**config.mk**
```make
export PLATFORM = sky130hd
export DESIGN_NAME = dmem_arbiter
export DESIGN_NICKNAME = d
export VERILOG_FILES = /design/src/rtl/dmem_arbiter.sv
export SDC_FILE = /design/constraint.sdc
export NUM_CORES = 1
export LEC_CHECK = 0
export CAP_MARGIN = 20
export CORE_ASPECT_RATIO = 0.7
export CORE_MARGIN = 5
export CORE_UTILIZATION = 40
export DETAILED_ROUTE_END_ITERATION = 16
export PLACE_DENSITY_LB_ADDON = 0.08
export SYNTH_ARGS = -nofsm -noshare
export SYNTH_HDL_FRONTEND = slang
export SYNTH_SLANG_ARGS = --single-unit
```
**constraint.sdc**
```tcl
create_clock -name clk -period 5.8 [get_ports clk]
set_input_delay 0.58 -clock clk [delete_from_list [all_inputs] [get_ports clk]]
set_output_delay 0.58 -clock clk [all_outputs]
set_load 0.01 [all_outputs]
```
**src/rtl/dmem_arbiter.sv**
```systemverilog
// dmem_arbiter: shares the single-port data memory between the pipeline MEM
// stage (P) and an external loader/debug master (X). Every access occupies a
// fixed MEM_LAT-cycle busy window followed by a one-cycle DONE bubble.
// X is forced through after STARVE_MAX consecutive P grants taken while X waits.
// Optional: define DMEM_ARB_PERF_EN to add the perf_stall_cnt/perf_x_grants
// counters and their ports.
module dmem_arbiter #(
  parameter int ADDR_W     = 32,
  parameter int DATA_W     = 32,
  parameter int MEM_LAT    = 2,
  parameter int STARVE_MAX = 4
) (
  input  logic              clk,
  input  logic              reset,
  input  logic              p_req,
  input  logic              p_we,
  input  logic [ADDR_W-1:0] p_addr,
  input  logic [DATA_W-1:0] p_wdata,
  output logic [DATA_W-1:0] p_rdata,
  output logic              p_stall,
  input  logic              x_req,
  input  logic              x_we,
  input  logic [ADDR_W-1:0] x_addr,
  input  logic [DATA_W-1:0] x_wdata,
  output logic              x_gnt,
  output logic              x_done,
  output logic [DATA_W-1:0] x_rdata,
  output logic [ADDR_W-1:0] m_addr,
  output logic [DATA_W-1:0] m_wdata,
  output logic              m_write_en,
  output logic              m_read_en,
  input  logic [DATA_W-1:0] m_rdata
`ifdef DMEM_ARB_PERF_EN
  ,
  output logic [31:0]       perf_stall_cnt,
  output logic [15:0]       perf_x_grants
`endif
);

  typedef enum logic [2:0] {IDLE, BUSY_P, BUSY_X, DONE_P, DONE_X} state_t;

  localparam logic [2:0] LAT_M1     = 3'(MEM_LAT - 1);
  localparam logic [3:0] STARVE_LIM = 4'(STARVE_MAX);

  state_t     r_state, w_next;
  logic [2:0] r_cnt;
  logic [3:0] r_starve;
  logic       r_we;
  logic       w_x_win, w_grant, w_busy, w_first, w_last;

  // X wins when P is quiet, or when P has starved it for STARVE_MAX grants
  assign w_x_win = x_req && (!p_req || (r_starve == STARVE_LIM));
  assign w_grant = (r_state == IDLE) && (x_req || p_req);
  assign w_busy  = (r_state == BUSY_P) || (r_state == BUSY_X);
  // busy counter runs MEM_LAT-1 down to 0: top value = first cycle, 0 = last
  assign w_first = w_busy && (r_cnt == LAT_M1);
  assign w_last  = w_busy && (r_cnt == 3'd0);

  // state register; reset drops every strobe immediately since they decode state
  always_ff @(posedge clk or posedge reset) begin
    if (reset) r_state <= IDLE;
    else       r_state <= w_next;
  end

  // next-state and combinational handshake/strobe outputs
  always_comb begin
    w_next     = r_state;
    x_gnt      = 1'b0;
    x_done     = 1'b0;
    m_read_en  = 1'b0;
    m_write_en = 1'b0;
    p_stall    = p_req && (r_state != DONE_P);
    case (r_state)
      IDLE: begin
        if (w_x_win) begin
          x_gnt  = 1'b1;
          w_next = BUSY_X;
        end else if (p_req) begin
          w_next = BUSY_P;
        end
      end
      BUSY_P, BUSY_X: begin
        m_read_en  = !r_we;
        m_write_en = r_we && w_first;
        if (w_last) w_next = (r_state == BUSY_P) ? DONE_P : DONE_X;
      end
      DONE_P: w_next = IDLE;
      DONE_X: begin
        x_done = 1'b1;
        w_next = IDLE;
      end
      default: w_next = IDLE;
    endcase
  end

  // request fields latched at grant only; read data captured on the last busy cycle
  always_ff @(posedge clk or posedge reset) begin
    if (reset) begin
      r_we    <= 1'b0;
      r_cnt   <= 3'd0;
      m_addr  <= '0;
      m_wdata <= '0;
      p_rdata <= '0;
      x_rdata <= '0;
    end else begin
      if (w_grant) begin
        r_we    <= w_x_win ? x_we    : p_we;
        m_addr  <= w_x_win ? x_addr  : p_addr;
        m_wdata <= w_x_win ? x_wdata : p_wdata;
        r_cnt   <= LAT_M1;
      end else if (w_busy && (r_cnt != 3'd0)) begin
        r_cnt <= r_cnt - 3'd1;
      end
      if (w_last && !r_we) begin
        if (r_state == BUSY_P) p_rdata <= m_rdata;
        else                   x_rdata <= m_rdata;
      end
    end
  end

  // starvation counter: P grants taken while X waits; cleared by X grant or X idle
  always_ff @(posedge clk or posedge reset) begin
    if (reset) begin
      r_starve <= 4'd0;
    end else if (r_state == IDLE) begin
      if (!x_req || w_x_win)
        r_starve <= 4'd0;
      else if (p_req && (r_starve != 4'hF))
        r_starve <= r_starve + 4'd1;
    end
  end

`ifdef DMEM_ARB_PERF_EN
  // saturating performance counters
  always_ff @(posedge clk or posedge reset) begin
    if (reset) begin
      perf_stall_cnt <= '0;
      perf_x_grants  <= '0;
    end else begin
      if (p_stall && (perf_stall_cnt != '1)) perf_stall_cnt <= perf_stall_cnt + 32'd1;
      if (x_gnt && (perf_x_grants != '1))    perf_x_grants  <= perf_x_grants + 16'd1;
    end
  end
`endif

endmodule

```
==> out/results.tsv <==
metric	value	unit
P_int	3.46	mW
post-route cell area	9670	um2
R2R cell count	7	
global-route wire length before repair	31000	um
Ys Warns	0	
Syn Inst Count	567	
average instance area after synthesis	10.5	um2
synth unique cells	39	
wire per inst	18.6	um
Clk Tree Root Cell	clkbuf_16	
Clk pwr share	21.5	%
# IOs	299	
final wirelength	19800	um
Post-DP Area	9060	um2
setup violators final	0	
Layout Skew	0.00769	ns
Post-Syn Area	5950	um2
vias in the first global route	5680	
status	complete, no violations	
CTS sink cnt	139	
Primary FF master, synth	dfrtp_1	
CTS resizes	0	
DRT Pass-1 Iters	4	
worst-path maximum fanout	66	
Setup WS pre-CTS	2.51	ns
initial antenna violation count	0	
num rows	37	
Hold Vio Cnt, Final	0	
Hold WS	0.503	ns
Die ar.	17500	um2
vias per inst	5.06	
sequential share of power	33.2	%
Die Wd	156	um
PwrDens	543	nW/um2
Worst EP required	5.22	ns
crit path launch type	input pin	
synthesized net count	738	
# DRC	0	
clock slew at reported path FFs	0.06	ns
RSZ-0062 raised after global routing	no	
global route overflow	0	
Lkg Pwr	4.07	nW
setup bufs post-CTS	0	
Post-synth EDFFs	0	
Power, Total	5.25	mW
worst-skew pair later-pin latency	0.42	ns
H-tree level count	4	
fin util	66.1	%
Layout Cells excl Fill	1060	
CTS Buf Count	17	
CTS tree	yes	
register area share after synthesis	58.5	%
layout cell share with drive strength beyond 1	12.7	%
Buffers on Ports	298	
Critical Path End Type	primary output	
post-synth top area share	58.5	%
total number of vias	5365	
clk buf depth	2	
sw frac	34.2	%
asr flop ratio synth	100	%
die height	112	um
Max Fclk	0.304	GHz
dominant cell type by area after synthesis	dfrtp_1	
Post-CTS Hold Fix Bufs	0	
FF+latch count, synth	139	
HPWL Detailed	14100	um
worst slew pin tran	0.899	ns
Final Worst Setup Slack	2.51	ns
combinational share of power	45.3	%
largest net degree at the start of global routing	87	
placed insts	1028	
Slew Viols, Final	0	
GRT Total Usage	22.7	%
max cap viols	0	
fin crit share	56.7	%
initial core utilization	40.7	%
Layout area overhead	62.5	%
slew margin rel.	40.0	%
setup_tns	0	ns
worst hold path depth	1	
Routed Antenna Nets	0	
core footprint	14600	um2
Peak VDD IR	0.279	mV
Psw	1.79	mW
routability congestion estimate	0.873	
synth top area cells	dfrtp_1, mux2_2, a21oi_1, nor2_1, nand2_1	
Worst EP arrival	2.71	ns
nets@finish	1023	
Final Critical Period	3.29	ns
CP Class	in -> out	
DR iter-0 viols	250	
Worst Hold Class	reg -> reg	
antenna cells	0	
## critical path, cell delays in order
cell and delay, ns:
clkdlybuf4s50_1 0.73, a21bo_2 0.20, buf_4 0.57, nor2_1 0.12, clkdlybuf4s50_1 0.50
## cell type report
class / count / area [um2]
Timing Repair Buffer: 304 / 3030
Inverter: 8 / 35.0
Fill cell: 1146 / 4960
Multi-Input combinational cell: 382 / 2270
Sequential cell: 139 / 3480
Clock inverter: 14 / 184
Clock buffer: 18 / 429
Tap cell: 195 / 244
## cells by family after synthesis
logic type / share of synthesized area, %
AO/OA/AOI/OAI: 13.0
buffers and inverters: 3.74
flip-flops: 58.5
AND/OR/NAND/NOR: 11.4
multiplexers: 12.3
XOR/XNOR: 0.147
adder cells (fa/ha/maj): 1.05
## Yosys cell counts (2+ instances only)
master    number
dfrtp_1      139
a21oi_1      133
nor2_1        73
nand2_1       70
mux2_2        63
buf_2         19
clkbuf_1      13
inv_1          8
ha_1           5
nor3_1         5
nand3_1        4
buf_6          3
buf_1          2
nor2b_1        2
nor3b_1        2
o21ai_0        2
o21ai_1        2
## path summary, 6_finish.rpt
check | startpoint | endpoint | slack (ns)
min | x_rdata[0] | x_rdata[0] | 0.50
min in group asynchronous | reset | m_addr[5] | 0.69
max | p_req | x_gnt | 2.51
min reg2reg | x_rdata[0] | x_rdata[0] | 0.50
max reg2reg | r_starve[0] | m_addr[3] | 3.21
max in group asynchronous | reset | r_cnt[1] | 3.91
## power by group through the flow
stage,Clock (mW),Sequential [mW],Combinational (mW)
after floorplan,0,1.92,0.896
after global placement,0,1.72,2.35
after detailed placement,0,1.75,2.40
after CTS,1.16,1.75,2.42
after global routing,1.20,1.81,2.57
final,1.13,1.74,2.38
## state kept, by name (all words and copies together) (netlist names)
signal and count:
r_starve 4, p_rdata 32, m_addr 32, x_rdata 32, r_state 3, m_wdata 32, r_we 1, r_cnt 3
## layout by cell type (no fill, tap or decap), drive strengths merged, types with 2 or more instances in the layout
cell and instances:
clkdlybuf4s50 298, dfrtp 139, a21oi 134, nor2 74, nand2 70, mux2 64, clkbuf 18, inv 14
buf 6, nor3 6, ha 5, clkinvlp 4, nand3 4, o21ai 4, bufinv 3, nor2b 2
nor3b 2
## per-layer routing
metal / vias to the layer above / wire [um] / global-route usage, %
li1: 2497 / - / -
met1: 2598 / 7560 / 26.0
met2: 238 / 9900 / 39.0
met3: 32 / 1850 / 8.86
met4: 0 / 450 / 7.41
met5: - / 0 / 0
Power figures use the tool's default switching activity.
